===== config.mk =====
export PLATFORM = sky130hd
export DESIGN_NAME = mips_multicycle_ctrl_flat
export DESIGN_NICKNAME = d
export VERILOG_FILES = /design/src/rtl/mips_ctrl_pkg.sv /design/src/rtl/mips_multicycle_ctrl_if.sv /design/src/rtl/mips_decoder.sv /design/src/rtl/mips_multicycle_ctrl.sv /design/src/flat_wrapper.sv
export SDC_FILE = /design/constraint.sdc
export NUM_CORES = 1
export LEC_CHECK = 0
export CAP_MARGIN = 20
export CORE_UTILIZATION = 41
export CTS_CLUSTER_DIAMETER = 100
export CTS_CLUSTER_SIZE = 14
export DETAILED_ROUTE_END_ITERATION = 6
export PLACE_DENSITY = 0.68
export RECOVER_POWER = 100
export SLEW_MARGIN = 25
export SYNTH_ARGS = -nofsm -noshare
export SYNTH_HDL_FRONTEND = slang
export SYNTH_HIERARCHICAL = 1
export SYNTH_SLANG_ARGS = --single-unit

===== constraint.sdc =====
create_clock -name clk -period 6.3 [get_ports clk]
set_input_delay 0.63 -clock clk [delete_from_list [all_inputs] [get_ports clk]]
set_output_delay 0.63 -clock clk [all_outputs]
set_load 0.005 [all_outputs]

===== src/rtl/mips_ctrl_pkg.sv =====
// Shared opcodes, ALU/HI-LO codes, FSM states and the control bundle
// for the multi-cycle MIPS sequencer.
package mips_ctrl_pkg;

  localparam logic [5:0] OP_RTYPE = 6'h00;
  localparam logic [5:0] OP_J     = 6'h02;
  localparam logic [5:0] OP_BEQ   = 6'h04;
  localparam logic [5:0] OP_ADDI  = 6'h08;
  localparam logic [5:0] OP_ORI   = 6'h0D;
  localparam logic [5:0] OP_LUI   = 6'h0F;
  localparam logic [5:0] OP_LW    = 6'h23;
  localparam logic [5:0] OP_SW    = 6'h2B;

  localparam logic [5:0] FN_MFHI  = 6'h10;
  localparam logic [5:0] FN_MFLO  = 6'h12;
  localparam logic [5:0] FN_MULT  = 6'h18;
  localparam logic [5:0] FN_ADD   = 6'h20;
  localparam logic [5:0] FN_SUB   = 6'h22;
  localparam logic [5:0] FN_AND   = 6'h24;
  localparam logic [5:0] FN_OR    = 6'h25;
  localparam logic [5:0] FN_SLT   = 6'h2A;

  localparam int REG_W  = 5;
  localparam int ALUC_W = 3;
  localparam int MC_W   = 2;

  localparam logic [ALUC_W-1:0] ALU_AND  = 3'b000;
  localparam logic [ALUC_W-1:0] ALU_OR   = 3'b001;
  localparam logic [ALUC_W-1:0] ALU_ADD  = 3'b010;
  localparam logic [ALUC_W-1:0] ALU_MULT = 3'b011;
  localparam logic [ALUC_W-1:0] ALU_SUB  = 3'b110;
  localparam logic [ALUC_W-1:0] ALU_SLT  = 3'b111;

  localparam logic [MC_W-1:0] MC_ALU = 2'b00;
  localparam logic [MC_W-1:0] MC_HI  = 2'b01;
  localparam logic [MC_W-1:0] MC_LO  = 2'b10;

  typedef enum logic [2:0] {
    S_FETCH,
    S_DECODE,
    S_EXEC,
    S_MEM,
    S_WB,
    S_TRAP
  } state_t;

  typedef struct packed {
    logic              memtoreg;
    logic              alusrcbimm;
    logic [REG_W-1:0]  destreg;
    logic              regwrite;
    logic              branch;
    logic              jump;
    logic [ALUC_W-1:0] alucontrol;
    logic [MC_W-1:0]   multcont;
    logic              lui;
    logic              ori;
    logic              memrd;
    logic              memwr;
    logic              mult;
  } ctrl_t;

endpackage


===== src/rtl/mips_multicycle_ctrl_if.sv =====
// Instruction- and data-memory req/ack bus between the
// sequencer (master) and the memory system (slave).
interface mips_multicycle_ctrl_if;
  logic        imem_req;
  logic        imem_ack;
  logic [31:0] imem_rdata;
  logic        dmem_req;
  logic        dmem_we;
  logic        dmem_ack;

  modport master (
    output imem_req, dmem_req, dmem_we,
    input  imem_ack, imem_rdata, dmem_ack
  );

  modport slave (
    input  imem_req, dmem_req, dmem_we,
    output imem_ack, imem_rdata, dmem_ack
  );
endinterface


===== src/rtl/mips_decoder.sv =====
// Combinational instruction decode: ir to control bundle
// plus an illegal-instruction flag.
module mips_decoder
  import mips_ctrl_pkg::*;
(
  input  logic [31:0] ir,
  output ctrl_t       ctrl,
  output logic        illegal
);

  logic [5:0] op;
  logic [5:0] fn;
  logic       unused_bits;

  assign op = ir[31:26];
  assign fn = ir[5:0];
  assign unused_bits = ^{ir[25:21], ir[10:6]};

  always_comb begin
    ctrl = '0;
    ctrl.alucontrol = ALU_ADD;
    ctrl.multcont = MC_ALU;
    illegal = 1'b0;
    unique case (1'b1)
      op == OP_RTYPE: begin
        ctrl.destreg = ir[15:11];
        ctrl.regwrite = 1'b1;
        unique case (1'b1)
          fn == FN_ADD: ctrl.alucontrol = ALU_ADD;
          fn == FN_SUB: ctrl.alucontrol = ALU_SUB;
          fn == FN_AND: ctrl.alucontrol = ALU_AND;
          fn == FN_OR:  ctrl.alucontrol = ALU_OR;
          fn == FN_SLT: ctrl.alucontrol = ALU_SLT;
          fn == FN_MULT: begin
            ctrl.alucontrol = ALU_MULT;
            ctrl.regwrite = 1'b0;
            ctrl.mult = 1'b1;
          end
          fn == FN_MFHI: ctrl.multcont = MC_HI;
          fn == FN_MFLO: ctrl.multcont = MC_LO;
          default: illegal = 1'b1;
        endcase
      end
      op == OP_ADDI: begin
        ctrl.destreg = ir[20:16];
        ctrl.regwrite = 1'b1;
        ctrl.alusrcbimm = 1'b1;
      end
      op == OP_ORI: begin
        ctrl.destreg = ir[20:16];
        ctrl.regwrite = 1'b1;
        ctrl.alusrcbimm = 1'b1;
        ctrl.ori = 1'b1;
        ctrl.alucontrol = ALU_OR;
      end
      op == OP_LUI: begin
        ctrl.destreg = ir[20:16];
        ctrl.regwrite = 1'b1;
        ctrl.lui = 1'b1;
      end
      op == OP_LW: begin
        ctrl.destreg = ir[20:16];
        ctrl.regwrite = 1'b1;
        ctrl.alusrcbimm = 1'b1;
        ctrl.memtoreg = 1'b1;
        ctrl.memrd = 1'b1;
      end
      op == OP_SW: begin
        ctrl.alusrcbimm = 1'b1;
        ctrl.memwr = 1'b1;
      end
      op == OP_BEQ: begin
        ctrl.branch = 1'b1;
        ctrl.alucontrol = ALU_SUB;
      end
      op == OP_J: ctrl.jump = 1'b1;
      default: illegal = 1'b1;
    endcase
  end

endmodule


===== src/rtl/mips_multicycle_ctrl.sv =====
// Multi-cycle MIPS sequencer: fetch, decode, exec, mem, writeback,
// with bus timeouts and a sticky trap state.
module mips_multicycle_ctrl
  import mips_ctrl_pkg::*;
#(
  parameter int MULT_LAT    = 4,
  parameter int MEM_TIMEOUT = 64
) (
  input  logic          clk,
  input  logic          reset,
  mips_multicycle_ctrl_if.master bus,
  output logic [31:0]   ir,
  input  logic          zero,
  output logic          memtoreg,
  output logic          alusrcbimm,
  output logic [4:0]    destreg,
  output logic          regwrite,
  output logic          dobranch,
  output logic          jump,
  output logic [2:0]    alucontrol,
  output logic [1:0]    multcont,
  output logic          lui,
  output logic          ori,
  output logic          pcen,
  output logic          trap,
  output logic          bus_error,
  output logic [31:0]   instret
);

  localparam logic [7:0] TO_LAST = 8'(MEM_TIMEOUT - 1);
  localparam logic [3:0] ML_LAST = 4'(MULT_LAT - 1);

  state_t     state;
  ctrl_t      dec;
  ctrl_t      cq;
  logic       illegal;
  logic [7:0] tcnt;
  logic [3:0] mcnt;
  logic       imem_req_q;
  logic       dmem_req_q;
  logic       dmem_we_q;
  logic       mult_busy;
  logic       is_mem;
  logic       to_hit;
  logic       enter_wb;
  logic       go_trap;

  mips_decoder u_dec (
    .ir      (ir),
    .ctrl    (dec),
    .illegal (illegal)
  );

  assign bus.imem_req = imem_req_q;
  assign bus.dmem_req = dmem_req_q;
  assign bus.dmem_we  = dmem_we_q;

  assign memtoreg   = cq.memtoreg;
  assign alusrcbimm = cq.alusrcbimm;
  assign destreg    = cq.destreg;
  assign alucontrol = cq.alucontrol;
  assign multcont   = cq.multcont;
  assign lui        = cq.lui;
  assign ori        = cq.ori;

  assign mult_busy = cq.mult && (mcnt != ML_LAST);
  assign is_mem    = cq.memrd | cq.memwr;
  assign to_hit    = (tcnt == TO_LAST);

  assign enter_wb =
    (state == S_EXEC && !mult_busy && !is_mem) ||
    (state == S_MEM && bus.dmem_ack);

  // an ack arriving on the last allowed cycle beats the timeout
  assign go_trap =
    (state == S_DECODE && illegal) ||
    (state == S_FETCH && imem_req_q &&
     !bus.imem_ack && to_hit) ||
    (state == S_MEM && !bus.dmem_ack && to_hit);

  always_ff @(posedge clk or negedge reset) begin
    if (!reset) begin
      state      <= S_FETCH;
      ir         <= '0;
      cq         <= '0;
      tcnt       <= '0;
      mcnt       <= '0;
      imem_req_q <= 1'b0;
      dmem_req_q <= 1'b0;
      dmem_we_q  <= 1'b0;
      regwrite   <= 1'b0;
      pcen       <= 1'b0;
      dobranch   <= 1'b0;
      jump       <= 1'b0;
      trap       <= 1'b0;
      bus_error  <= 1'b0;
      instret    <= '0;
    end else begin
      regwrite <= 1'b0;
      pcen     <= 1'b0;
      dobranch <= 1'b0;
      jump     <= 1'b0;
      unique case (state)
        S_FETCH: begin
          if (imem_req_q && bus.imem_ack) begin
            ir         <= bus.imem_rdata;
            imem_req_q <= 1'b0;
            state      <= S_DECODE;
          end else begin
            imem_req_q <= 1'b1;
            if (imem_req_q) tcnt <= tcnt + 8'd1;
          end
        end
        S_DECODE: begin
          cq    <= dec;
          mcnt  <= '0;
          state <= S_EXEC;
        end
        S_EXEC: begin
          if (mult_busy) begin
            mcnt <= mcnt + 4'd1;
          end else if (is_mem) begin
            state      <= S_MEM;
            dmem_req_q <= 1'b1;
            dmem_we_q  <= cq.memwr;
            tcnt       <= '0;
          end else begin
            state <= S_WB;
          end
        end
        S_MEM: begin
          if (bus.dmem_ack) begin
            state      <= S_WB;
            dmem_req_q <= 1'b0;
            dmem_we_q  <= 1'b0;
          end else begin
            tcnt <= tcnt + 8'd1;
          end
        end
        S_WB: begin
          state      <= S_FETCH;
          imem_req_q <= 1'b1;
          tcnt       <= '0;
          cq         <= '0;
        end
        default: state <= S_TRAP;
      endcase
      if (enter_wb) begin
        pcen     <= 1'b1;
        regwrite <= cq.regwrite;
        dobranch <= cq.branch & zero;
        jump     <= cq.jump;
        instret  <= instret + 32'd1;
      end
      if (go_trap) begin
        state      <= S_TRAP;
        trap       <= 1'b1;
        bus_error  <= (state != S_DECODE);
        imem_req_q <= 1'b0;
        dmem_req_q <= 1'b0;
        dmem_we_q  <= 1'b0;
        cq         <= '0;
      end
    end
  end

endmodule


===== src/flat_wrapper.sv =====
// flat-port wrapper written by rule: the top's interface ports become plain ports
module mips_multicycle_ctrl_flat import mips_ctrl_pkg::*;
#(
  parameter int MULT_LAT    = 4,
  parameter int MEM_TIMEOUT = 64
)
  (clk, reset, ir, zero, memtoreg, alusrcbimm, destreg, regwrite, dobranch, jump, alucontrol, multcont, lui, ori, pcen, trap, bus_error, instret, bus_imem_req, bus_dmem_req, bus_dmem_we, bus_imem_ack, bus_imem_rdata, bus_dmem_ack);
  mips_multicycle_ctrl_if bus_i ();
  input  logic clk;
  input  logic reset;
  output logic [31:0] ir;
  input  logic zero;
  output logic memtoreg;
  output logic alusrcbimm;
  output logic [4:0] destreg;
  output logic regwrite;
  output logic dobranch;
  output logic jump;
  output logic [2:0] alucontrol;
  output logic [1:0] multcont;
  output logic lui;
  output logic ori;
  output logic pcen;
  output logic trap;
  output logic bus_error;
  output logic [31:0] instret;
  output wire logic [$bits(bus_i.imem_req)-1:0] bus_imem_req;
  output wire logic [$bits(bus_i.dmem_req)-1:0] bus_dmem_req;
  output wire logic [$bits(bus_i.dmem_we)-1:0] bus_dmem_we;
  input wire logic [$bits(bus_i.imem_ack)-1:0] bus_imem_ack;
  input wire logic [$bits(bus_i.imem_rdata)-1:0] bus_imem_rdata;
  input wire logic [$bits(bus_i.dmem_ack)-1:0] bus_dmem_ack;
  assign bus_imem_req = bus_i.imem_req;
  assign bus_dmem_req = bus_i.dmem_req;
  assign bus_dmem_we = bus_i.dmem_we;
  assign bus_i.imem_ack = bus_imem_ack;
  assign bus_i.imem_rdata = bus_imem_rdata;
  assign bus_i.dmem_ack = bus_dmem_ack;
  mips_multicycle_ctrl #(.MULT_LAT(MULT_LAT), .MEM_TIMEOUT(MEM_TIMEOUT)) u_core (.clk(clk), .reset(reset), .bus(bus_i), .ir(ir), .zero(zero), .memtoreg(memtoreg), .alusrcbimm(alusrcbimm), .destreg(destreg), .regwrite(regwrite), .dobranch(dobranch), .jump(jump), .alucontrol(alucontrol), .multcont(multcont), .lui(lui), .ori(ori), .pcen(pcen), .trap(trap), .bus_error(bus_error), .instret(instret));
endmodule

==> results.rst, run 1 <==
.. list-table::
   :header-rows: 1

   * - Metric
     - Value
   * - Share of flip-flops with an asynchronous set or reset after synthesis
     - 1.00
   * - Worst path slowest cell
     - clkbuf_1
   * - Signed area change from the synthesized netlist to the final layout
     - 28.1%
   * - Cell count after synthesis
     - 466
   * - Starting utilization of the core area
     - 0.420
   * - Resize count post-CTS
     - 0
   * - Buffers from clock root to sink, at most
     - 2
   * - Type of the worst setup path
     - input pin to asynchronous set/reset pin
   * - Main synth FF type
     - dfrtp_1
   * - Critical path's largest stage delay
     - 1.55 ns
   * - Power per unit of standard cell area
     - 364 nW/um^2
   * - Number of setup buffers added after CTS
     - 0
   * - Met2 routed wirelength
     - between 5000 and 6000 um
   * - Class of the tightest hold or removal check
     - flop to flop
   * - Commonest cells after routing, fill and taps aside
     - dfrtp_1 (108), dlygate4sd3_1 (88), clkdlybuf4s50_1 (34)
   * - Vias after detailed routing
     - between 4000 and 5000
   * - Yosys Warn Count
     - 6
   * - Dominant cell type by area after synthesis
     - dfrtp_1
   * - Metal1 wirelength
     - 5150 um
   * - Half-perimeter wire length after detailed placement
     - 8020 um
   * - Total net switching power
     - 0.000834 W
   * - Setup skew after layout
     - 0.00489 ns
   * - H-tree depth
     - 3
   * - Critical Path, Cell by Cell
     - clkbuf_1, clkbuf_2
   * - Total standard cell area after synthesis
     - 5270 um^2
   * - Worst relative slew slack
     - -0.712
   * - Die span in y
     - 115 um
   * - Max VDD drop
     - 0.201 mV
   * - Skew-Pair Late Insertion Delay
     - 0.35 ns
   * - Proportion of netlist area held by the largest area contributor
     - 0.512
   * - Antenna cell count
     - 0
   * - Leading cell type in the layout, fill and taps excluded
     - dfrtp_1
   * - Remaining global-route overflow
     - 0
   * - Part of the total power dissipated in combinational logic
     - 0.324
   * - Startpoint class of the critical path
     - input pin
   * - Cell internal power dissipation
     - 0.00163 W
   * - Count of flip-flops with a built-in enable after synthesis
     - 0
   * - Hold violation total from the final report
     - 0
   * - Rows
     - between 40 and 50
   * - Final nets
     - between 600 and 700
   * - Synth Register Bits
     - 108
   * - Actual slew at the worst max-slew pin
     - ~2.6 ns
   * - Library cell used as clock root buffer
     - clkbuf_16
   * - Post-layout minimum cycle time
     - roughly 3.5 ns
   * - Clock transition at the register clock pins on the worst setup and hold paths after CTS
     - 0.07 ns
   * - Failing checks
     - capacitance limit, slew limit
   * - Cell family with most CP delay
     - buffers and inverters
   * - Post-placement cell area
     - 6520 um^2
   * - Post-Syn Nets
     - 506
   * - Top Metal Used
     - met4
   * - Setup Total Neg Slack
     - 0 ns
   * - Global-route wire length before repair
     - 19500 um
   * - Maximum capacitance violations
     - 4
   * - Overall routing resource usage
     - 0.186
   * - Min setup slack post-route
     - 2.82 ns
   * - Fraction of final layout cells with drive strength greater than 1
     - 0.103
   * - Die width
     - 115 um
   * - Final-report max-slew violation count
     - 163
   * - Boundary Pins
     - 124
   * - Portion of the post-synthesis area used by sequential elements
     - 0.512
   * - Post-DR vias/cell
     - approximately 5.4
   * - Hold bufs inserted after CTS
     - 0
   * - Depth of the critical timing path with buffers and inverters included
     - 2
   * - TritonRoute pass-1 iters
     - 4
   * - Placer congestion estimate
     - 0.847
   * - Proportion of total power due to net switching
     - 0.339
   * - Worst hold path depth
     - 1
   * - Sort of element at the end of the critical path
     - asynchronous set/reset pin
   * - Req. time, crit path
     - 6.47 ns
   * - Number of antenna violations at the first check in global routing
     - 0
   * - Drt total wl
     - 11700 um
   * - Pre-CTS setup slack
     - 3.46 ns
   * - Share of the cycle needed by the critical path after routing
     - 0.552
   * - Post-Layout Inst Area
     - 6760 um^2
   * - Number of buffers and inverters on the critical path
     - 2
   * - RSZ-0062 raised after global routing
     - no
   * - Clock tree from TritonCTS
     - yes
   * - Number of global-route vias before repair
     - around 4000
   * - Area contributors post-synth
     - dfrtp_1 (51%), mux2_2 (7.0%), a22o_1 (4.3%)
   * - TritonCTS Buffers
     - 9
   * - Number of nets with antenna violations after routing
     - 0
   * - Clock Sink Count
     - 108
   * - Worst-path fanout max
     - 68
   * - Sequential power share
     - 0.430
   * - WL/cell
     - 15.7 um
   * - Overall die area
     - 13300 um^2
   * - Syn Area/Cell
     - 11.3 um^2
   * - Clock power share
     - 0.246
   * - Filler instances
     - 1113
   * - Routed length on met3
     - ~710 um
   * - Maximum number of pins on one net before global-route repair
     - 69
   * - # DRC
     - 0
   * - Number of cells on the worst reg-to-reg path
     - 7
   * - Synth unique cells
     - 59
   * - Timing-limited maximum frequency
     - 0.287 GHz
   * - Run status
     - finished, violations left
   * - Detailed router's first-iteration violation count
     - between 150 and 200
   * - Final setup viols
     - 0
   * - Port Buffers
     - 123
   * - Crit path DAT
     - between 3 and 4 ns
   * - Leakage power total
     - 2.75 nW
   * - Area of the placeable core
     - 12600 um^2
==> kinds of logic after synthesis <==
family                     count (synthesis)  synth area share
xor gates and xnor gates                  34            0.0565
and+or+nand+nor                          166             0.193
buffers and inverters                     44            0.0503
adders and majority gates                  3           0.00712
muxes                                     33            0.0705
DFF                                      108             0.512
AOI/OAI and AO/OA                         78             0.111
==> synthesized netlist by cell type (all sizes together), types with 2 or more instances <==
library cell	count
nor4bb	2
a211oi	2
dfrtp	108
a41oi	2
buf	28
nor4	15
a31oi	7
clkbuf	7
ha	3
nor2b	7
nor3	16
or2	3
nand3b	4
a22o	26
nand3	22
nor2	18
nand2b	4
nor4b	2
xnor2	13
and4	6
a21oi	13
nand4	15
mux2	33
or3	3
nor3b	5
a21o	3
and2	4
nand2	23
or4	2
inv	9
o21ai	14
xor2	21
and3	10
o211ai	3
==> flip-flops by register name (all words and copies together), names as in the netlist, 2 cells and up <==
signal	flops
u_core/instret	32
u_core/ir	32
u_core/tcnt	8
u_core/cq	6
u_core/destreg	5
u_core/mcnt	4
u_core/alucontrol	3
u_core/state	3
u_core/multcont	2
==> final timing paths <==
path	start	slack (ns)	end
worst max-delay path	reset	2.82	u_core/ir[16]
worst min-delay path	u_core/instret[31]	0.47	u_core/instret[31]
worst max register to register	u_core/ir[26]	2.90	u_core/destreg[1]
worst min register to register	u_core/instret[31]	0.47	u_core/instret[31]
max in group clk	bus_imem_ack	2.82	u_core/ir[25]
min in group asynchronous	reset	0.92	u_core/instret[21]
==> through the flow <==
step	utilization	instances	total power [W]	hold slack, ns
after floorplan	-	466	0.00157	0.334
after global placement	0.518	728	0.00191	0.450
after CTS	0.544	744	0.00256	0.264
final	0.538	744	0.00246	0.466
after global routing	0.538	744	0.00262	0.488
after detailed placement	0.518	728	0.00194	0.464
==> cell type report <==
cell class,count,area [um^2],area share
Clock buffer,10,229,0.0339
Clock inverter,6,87.6,0.0130
Inverter,9,33.8,0.00500
Multi-Input combinational cell,314,2260,0.334
Sequential cell,108,2700,0.400
Tap cell,172,215,0.0318
Timing Repair Buffer,125,1230,0.183
==> power by group through the flow <==
| stage | Sequential, W | Combinational (W) | Clock (W) |
|---|---|---|---|
| 3_5_place_dp | 0.00108 | 0.000856 | 0 |
| 4_1_cts | 0.00107 | 0.000862 | 0.000622 |
| 6_report | 0.00106 | 0.000797 | 0.000605 |
| 2_1_floorplan | 0.000985 | 0.000588 | 0 |
| 3_3_place_gp | 0.00107 | 0.000840 | 0 |
| 5_1_grt | 0.00110 | 0.000880 | 0.000646 |
==> metal layers <==
metal,up-vias,global-route usage
met5,-,0
met3,17,0.0445
met2,112,0.300
li1,1908,-
met4,0,0.0753
met1,1978,0.241
(Power assumes the default switching activity.)
==> inputs of run 2 (changes only) <==
==> constraint.sdc (replaced) <==
create_clock -name clk -period 3.5 [get_ports clk]
set_input_delay 0.35 -clock clk [delete_from_list [all_inputs] [get_ports clk]]
set_output_delay 0.35 -clock clk [all_outputs]
set_load 0.005 [all_outputs]
==> results.rst, run 2 (same netlist as run 1, synthesis figures left out) <==
.. list-table::
   :header-rows: 1

   * - Metric
     - Value
   * - Placer congestion estimate
     - 0.831 (-1.8%)
   * - Critical path's largest stage delay
     - 0.66 ns (-0.89 ns)
   * - Clock Sink Count
     - 108 (unchanged)
   * - Resize count post-CTS
     - 0 (unchanged)
   * - Library cell used as clock root buffer
     - clkbuf_16
   * - Number of antenna violations at the first check in global routing
     - 0 (unchanged)
   * - Worst relative slew slack
     - -0.172 (+0.540)
   * - Proportion of total power due to net switching
     - 0.335 (-0.00401)
   * - Leakage power total
     - 2.75 nW (about the same)
   * - Hold bufs inserted after CTS
     - 0 (unchanged)
   * - Area of the placeable core
     - 12600 um^2 (unchanged)
   * - Minimum setup slack among reg-to-reg paths
     - 0.65 ns (-2.25 ns)
   * - Share of the cycle needed by the critical path after routing
     - 0.814
   * - Antenna cell count
     - 0 (unchanged)
   * - Class of the tightest hold or removal check
     - input pin to asynchronous set/reset pin
   * - Cell family with most CP delay
     - simple AND/OR/NAND/NOR gates
   * - Max VDD drop
     - 0.396 mV (+97%)
   * - Actual slew at the worst max-slew pin
     - 1.76 ns (-0.801 ns)
   * - Final setup viols
     - 0 (unchanged)
   * - Startpoint class of the critical path
     - flop
   * - Number of setup buffers added after CTS
     - 0 (unchanged)
   * - Number of buffers and inverters on the critical path
     - 1 (-1)
   * - Timing-limited maximum frequency
     - 0.351 GHz
   * - Power per unit of standard cell area
     - 649 nW/um^2 (+78%)
   * - Final nets
     - 608 (+0.16%)
   * - Hold violation total from the final report
     - 0 (unchanged)
   * - RSZ-0062 raised after global routing
     - no
   * - Setup Total Neg Slack
     - 0 ns (unchanged)
   * - Clock tree from TritonCTS
     - yes
   * - Signed area change from the synthesized netlist to the final layout
     - 28.3%
   * - Clock transition at the register clock pins on the worst setup and hold paths after CTS
     - 0.07 ns (about the same)
   * - Starting utilization of the core area
     - 0.420 (unchanged)
   * - Type of the worst setup path
     - flop to flop
   * - Cell internal power dissipation
     - 0.00292 W (+80%)
   * - Hold WS
     - 0.448 ns (-0.0187 ns)
   * - Drt total wl
     - 11500 um (-0.97%)
   * - Sequential power share
     - 0.433 (+0.003)
   * - Boundary Pins
     - 124 (unchanged)
   * - Number of standard cells in the final layout excluding fillers
     - 745 (+0.13%)
   * - Final-report max-slew violation count
     - 107 (-34%)
   * - Failing checks
     - capacitance limit, slew limit
   * - Part of the total power dissipated in combinational logic
     - 0.323 (about the same)
   * - WL/cell
     - 15.5 um (-1.1%)
   * - TritonRoute pass-1 iters
     - 4 (unchanged)
   * - Post-DR vias/cell
     - 5.44 (+0.74%)
   * - Post-layout minimum cycle time
     - 2.85 ns
   * - Fraction of final layout cells with drive strength greater than 1
     - 0.105 (+0.00157)
   * - Cell count after placement
     - 729 (+0.14%)
   * - Number of global-route vias before repair
     - 3896 (-2.9%)
   * - Clock power share
     - 0.244 (-0.002)
   * - Vias after detailed routing
     - 4050 (+0.87%)
   * - Maximum capacitance violations
     - 2 (-2)
   * - TritonCTS Buffers
     - 9 (unchanged)
   * - Req. time, crit path
     - 3.74 ns (-2.73 ns)
   * - Die width
     - 115 um (unchanged)
   * - Total net switching power
     - 0.00147 W (+76%)
   * - Maximum number of pins on one net before global-route repair
     - 73 (+5.8%)
   * - H-tree depth
     - 3 (unchanged)
   * - Remaining global-route overflow
     - 0 (unchanged)
   * - Worst-path fanout max
     - 12 (-82%)
   * - Overall die area
     - 13300 um^2 (unchanged)
   * - Skew-Pair Late Insertion Delay
     - 0.35 ns (about the same)
   * - Half-perimeter wire length after detailed placement
     - 8160 um (+1.7%)
   * - Buffers from clock root to sink, at most
     - 2 (unchanged)
   * - Run status
     - finished, violations left
   * - Filler instances
     - 1126 (+1.2%)
   * - Critical Path, Cell by Cell
     - or4_1, nor3_4, o2111ai_1, o311ai_0, nor2b_1, clkbuf_1, a22o_1
   * - Commonest cells after routing, fill and taps aside
     - dfrtp_1 (108), dlygate4sd3_1 (87), clkdlybuf4s50_1 (35)
   * - Setup skew after layout
     - 0.00445 ns (-0.000440 ns)
   * - Detailed router's first-iteration violation count
     - 254 (+48%)
   * - Sort of element at the end of the critical path
     - flop
   * - Die span in y
     - 115 um (unchanged)
   * - Crit path DAT
     - 3.08 ns (-0.57 ns)
   * - Number of nets with antenna violations after routing
     - 0 (unchanged)
   * - Overall routing resource usage
     - 0.184 (-0.00211)
   * - Global-route wire length before repair
     - 19100 um (-1.7%)
   * - Biggest regs
     - u_core/instret: 32 flops, u_core/ir: 32 flops, u_core/tcnt: 8 flops
   * - Port Buffers
     - 123 (unchanged)
   * - Rows
     - 41 (unchanged)
   * - Leading cell type in the layout, fill and taps excluded
     - dfrtp_1
   * - # DRC
     - 0 (unchanged)
   * - Worst path slowest cell
     - or4_1
run 2: path summary, 6_finish.rpt:
path                                from                 end  cells past startpoint
max                        u_core/ir[26]  u_core/multcont[0]                      7
min                                reset  u_core/instret[18]                      1
max reg2reg                u_core/ir[26]  u_core/multcont[0]                      7
min reg2reg                  u_core/trap         u_core/trap                      1
max in group asynchronous          reset       u_core/ir[16]                      2
min in group clk             u_core/trap         u_core/trap                      1
run 2: area by class of cell:
class	instances	area, um^2	area share
Clock buffer	12	236	0.0349
Sequential cell	108	2700	0.399
Tap cell	172	215	0.0318
Inverter	9	33.8	0.00499
Clock inverter	4	73.8	0.0109
Multi-Input combinational cell	314	2270	0.335
Timing Repair Buffer	126	1240	0.183
run 2: layer usage:
metal	routed length [um]	vias to the layer above	part of all wire	global-route usage
met5	0	-	0	0
met4	246	0	0.021	0.0840
met3	746	17	0.065	0.0492
met2	5450	127	0.47	0.292
met1	5100	1999	0.44	0.236
li1	-	1907	-	-
run 2: power groups by stage:
stage	Clock (W)	Combinational, W	Sequential, W
final	0.00107	0.00142	0.00190
after global routing	0.00115	0.00157	0.00196
after CTS	0.00110	0.00154	0.00192
after detailed placement	0	0.00153	0.00193
after global placement	0	0.00151	0.00192
after floorplan	0	0.00106	0.00177
run 2: stage by stage:
step / util / cell area, um^2 / power, W / setup slack, ns
after floorplan: - / 5270 / 0.00283 / 1.33
after global placement: 0.519 / 6520 / 0.00344 / 1.04
after detailed placement: 0.519 / 6520 / 0.00346 / 0.949
after CTS: 0.544 / 6830 / 0.00456 / 0.930
after global routing: 0.538 / 6770 / 0.00468 / 0.404
final: 0.538 / 6770 / 0.00439 / 0.652
==> inputs of run 3 (changes only) <==
==> constraint.sdc (replaced) <==
create_clock -name clk -period 2.7 [get_ports clk]
set_input_delay 0.27 -clock clk [delete_from_list [all_inputs] [get_ports clk]]
set_output_delay 0.27 -clock clk [all_outputs]
set_load 0.005 [all_outputs]
==> results.rst, run 3 (same netlist as run 1, synthesis figures left out) <==
.. list-table::
   :header-rows: 1

   * - Metric
     - Value
   * - Remaining global-route overflow
     - 0 (unchanged)
   * - Signed area change from the synthesized netlist to the final layout
     - 30.7%
   * - Run status
     - completed
   * - Critical path's largest stage delay
     - 0.62 ns (-0.04 ns)
   * - Clock transition at the register clock pins on the worst setup and hold paths after CTS
     - 0.07 ns (about the same)
   * - Global-route wire length before repair
     - 19600 um (+2.4%)
   * - Vias after detailed routing
     - 4046 (-0.099%)
   * - TritonRoute pass-1 iters
     - 4 (unchanged)
   * - Sort of element at the end of the critical path
     - flop
   * - Final-report max-slew violation count
     - 0 (-100%)
   * - Setup skew after layout
     - 0.00877 ns (+0.00432 ns)
   * - Detailed router's first-iteration violation count
     - 221 (-13%)
   * - Overall routing resource usage
     - 0.189 (+0.00461)
   * - Area of the placeable core
     - 12600 um^2 (unchanged)
   * - Type of the worst setup path
     - flop to flop
   * - Number of global-route vias before repair
     - 4028 (+3.4%)
   * - Number of cells on the worst reg-to-reg path
     - 6 (-1)
   * - Minimum setup slack among reg-to-reg paths
     - 0.41 ns (-0.24 ns)
   * - Drt total wl
     - 11700 um (+1.7%)
   * - Crit path DAT
     - 2.53 ns (-0.55 ns)
   * - Clock Sink Count
     - 108 (unchanged)
   * - Number of buffers and inverters on the critical path
     - 2 (+1)
   * - Cell count after placement
     - 740 (+1.5%)
   * - Leading cell type in the layout, fill and taps excluded
     - dfrtp_1
   * - Area of the multi-input gates
     - 2300 um^2 (+1.3%)
   * - Maximum capacitance violations
     - 0 (-2)
   * - Post-DR vias/cell
     - 5.34 (-1.7%)
   * - Clock tree from TritonCTS
     - yes
   * - Number of nets with antenna violations after routing
     - 0 (unchanged)
   * - Share of the cycle needed by the critical path after routing
     - 0.849 (+0.0349)
   * - Library cell used as clock root buffer
     - clkbuf_16
   * - Half-perimeter wire length after detailed placement
     - 8260 um (+1.3%)
   * - Die span in y
     - 115 um (unchanged)
   * - Commonest cells after routing, fill and taps aside
     - dfrtp_1 (108), dlygate4sd3_1 (86), clkdlybuf4s50_1 (37)
   * - Cell family with most CP delay
     - buffers and inverters
   * - Power per unit of standard cell area
     - 847 nW/um^2 (+31%)
   * - Number of antenna violations at the first check in global routing
     - 0 (unchanged)
   * - Maximum number of pins on one net before global-route repair
     - 66 (-9.6%)
   * - Placer congestion estimate
     - 0.830 (-0.14%)
   * - Class of the tightest hold or removal check
     - flop to flop
   * - Filler instances
     - 1089 (-3.3%)
   * - WL/cell
     - 15.5 um (+0.11%)
   * - Final nets
     - 620 (+2.0%)
   * - H-tree depth
     - 3 (unchanged)
   * - Port Buffers
     - 123 (unchanged)
   * - Post-layout minimum cycle time
     - 2.29 ns (-0.557 ns)
   * - Worst reg2reg path endpoint
     - u_core/ir[12]
   * - Boundary Pins
     - 124 (unchanged)
   * - Startpoint class of the critical path
     - flop
   * - Setup Total Neg Slack
     - 0 ns (unchanged)
   * - Fraction of final layout cells with drive strength greater than 1
     - 0.121 (+0.0167)
   * - Worst-path fanout max
     - 33 (+21)
   * - Worst min-delay path startpoint
     - u_core/instret[31]
   * - RSZ-0062 raised after global routing
     - no
   * - # DRC
     - 0 (unchanged)
   * - Worst Hold Path EP
     - u_core/instret[31]
   * - Antenna cell count
     - 0 (unchanged)
   * - Skew-Pair Late Insertion Delay
     - 0.36 ns (about the same)
   * - Biggest regs
     - u_core/instret: 32 flops, u_core/ir: 32 flops, u_core/tcnt: 8 flops
   * - Overall die area
     - 13300 um^2 (unchanged)
   * - Start of the worst register-to-register path
     - u_core/state[0]
   * - Worst path slowest cell
     - clkbuf_2
   * - Buffers from clock root to sink, at most
     - 2 (unchanged)
   * - Number of standard cells in the final layout excluding fillers
     - 757 (+1.6%)
   * - Starting utilization of the core area
     - 0.420 (unchanged)
   * - Timing-limited maximum frequency
     - 0.436 GHz (+24%)
   * - Critical Path, Cell by Cell
     - clkbuf_1, nor2_1, nand3_1, nor2_4, clkbuf_2, mux2_2
   * - Die width
     - 115 um (unchanged)
   * - Register Area
     - 2700 um^2 (unchanged)
   * - Rows
     - 41 (unchanged)
   * - TritonCTS Buffers
     - 9 (unchanged)
   * - Leakage power total
     - 2.81 nW (+2.3%)
   * - Max VDD drop
     - 0.484 mV (+22%)
   * - Hold violation total from the final report
     - 0 (unchanged)
   * - Worst hold path depth
     - 1
   * - Final core utilization
     - 0.549 (+0.0102)
   * - Req. time, crit path
     - 2.93 ns (-0.81 ns)
   * - Worst relative slew slack
     - 0.256 (+0.428)
   * - Final setup viols
     - 0 (unchanged)
   * - Number of setup buffers added after CTS
     - 0 (unchanged)
   * - Actual slew at the worst max-slew pin
     - 1.12 ns (-0.643 ns)
==> run 3: cell count changes in the layout (fill, tap and decap cells not counted), moves of 2 or more <==
cell and delta:
clkdlybuf4s50_1 +2, and2_1 +2, buf_4 +8, and2_0 -2
==> run 3: worst max path at each step <==
stage	end	cells past startpoint	slack, ns	startpoint
3_5_place_dp	u_core/alucontrol[1]	5	0.24	bus_imem_ack
3_3_place_gp	u_core/alucontrol[2]	5	0.28	bus_imem_ack
5_1_grt	u_core/bus.imem_req	7	0.21	u_core/ir[28]
2_1_floorplan	u_core/memtoreg	8	0.53	u_core/ir[27]
4_1_cts	u_core/alucontrol[0]	4	0.40	u_core/state[0]
6_report	u_core/ir[12]	6	0.41	u_core/state[0]
==> run 3: metal layers <==
metal	track usage	up-vias	share of wire	routed length [um]
met5	0	-	0	0
met4	0.0831	0	0.021	243
met3	0.0481	17	0.058	680
met2	0.305	121	0.48	5620
met1	0.239	1974	0.44	5200
li1	-	1934	-	-
==> run 3: what timing repair did <==
item | in CTS | in global routing
hold endpoints to repair | 43 | 0
resized for setup | 0 | 0
hold buffers | 1 | 0
==> run 3: cell type report <==
class	instances	area share
clock buffer	12	0.0343
sequential	108	0.392
clock inverter	4	0.0107
multi-input combinational	314	0.333
tap	172	0.0312
timing repair buffer	138	0.194
inverter	9	0.00490
==> run 3: power by group <==
group	internal, W	switching (W)
clock network	0.000815	0.000582
registers	0.00196	0.000413
logic	0.00108	0.000981
==> run 3: through the flow <==
step	setup WS (ns)	area, um^2	hold WS (ns)	total power [W]
6_report	0.409	6890	0.460	0.00584
3_3_place_gp	0.277	6620	0.301	0.00455
2_1_floorplan	0.533	5270	-0.0256	0.00367
5_1_grt	0.213	6890	0.494	0.00623
4_1_cts	0.396	6940	0.471	0.00605
3_5_place_dp	0.236	6620	0.307	0.00462
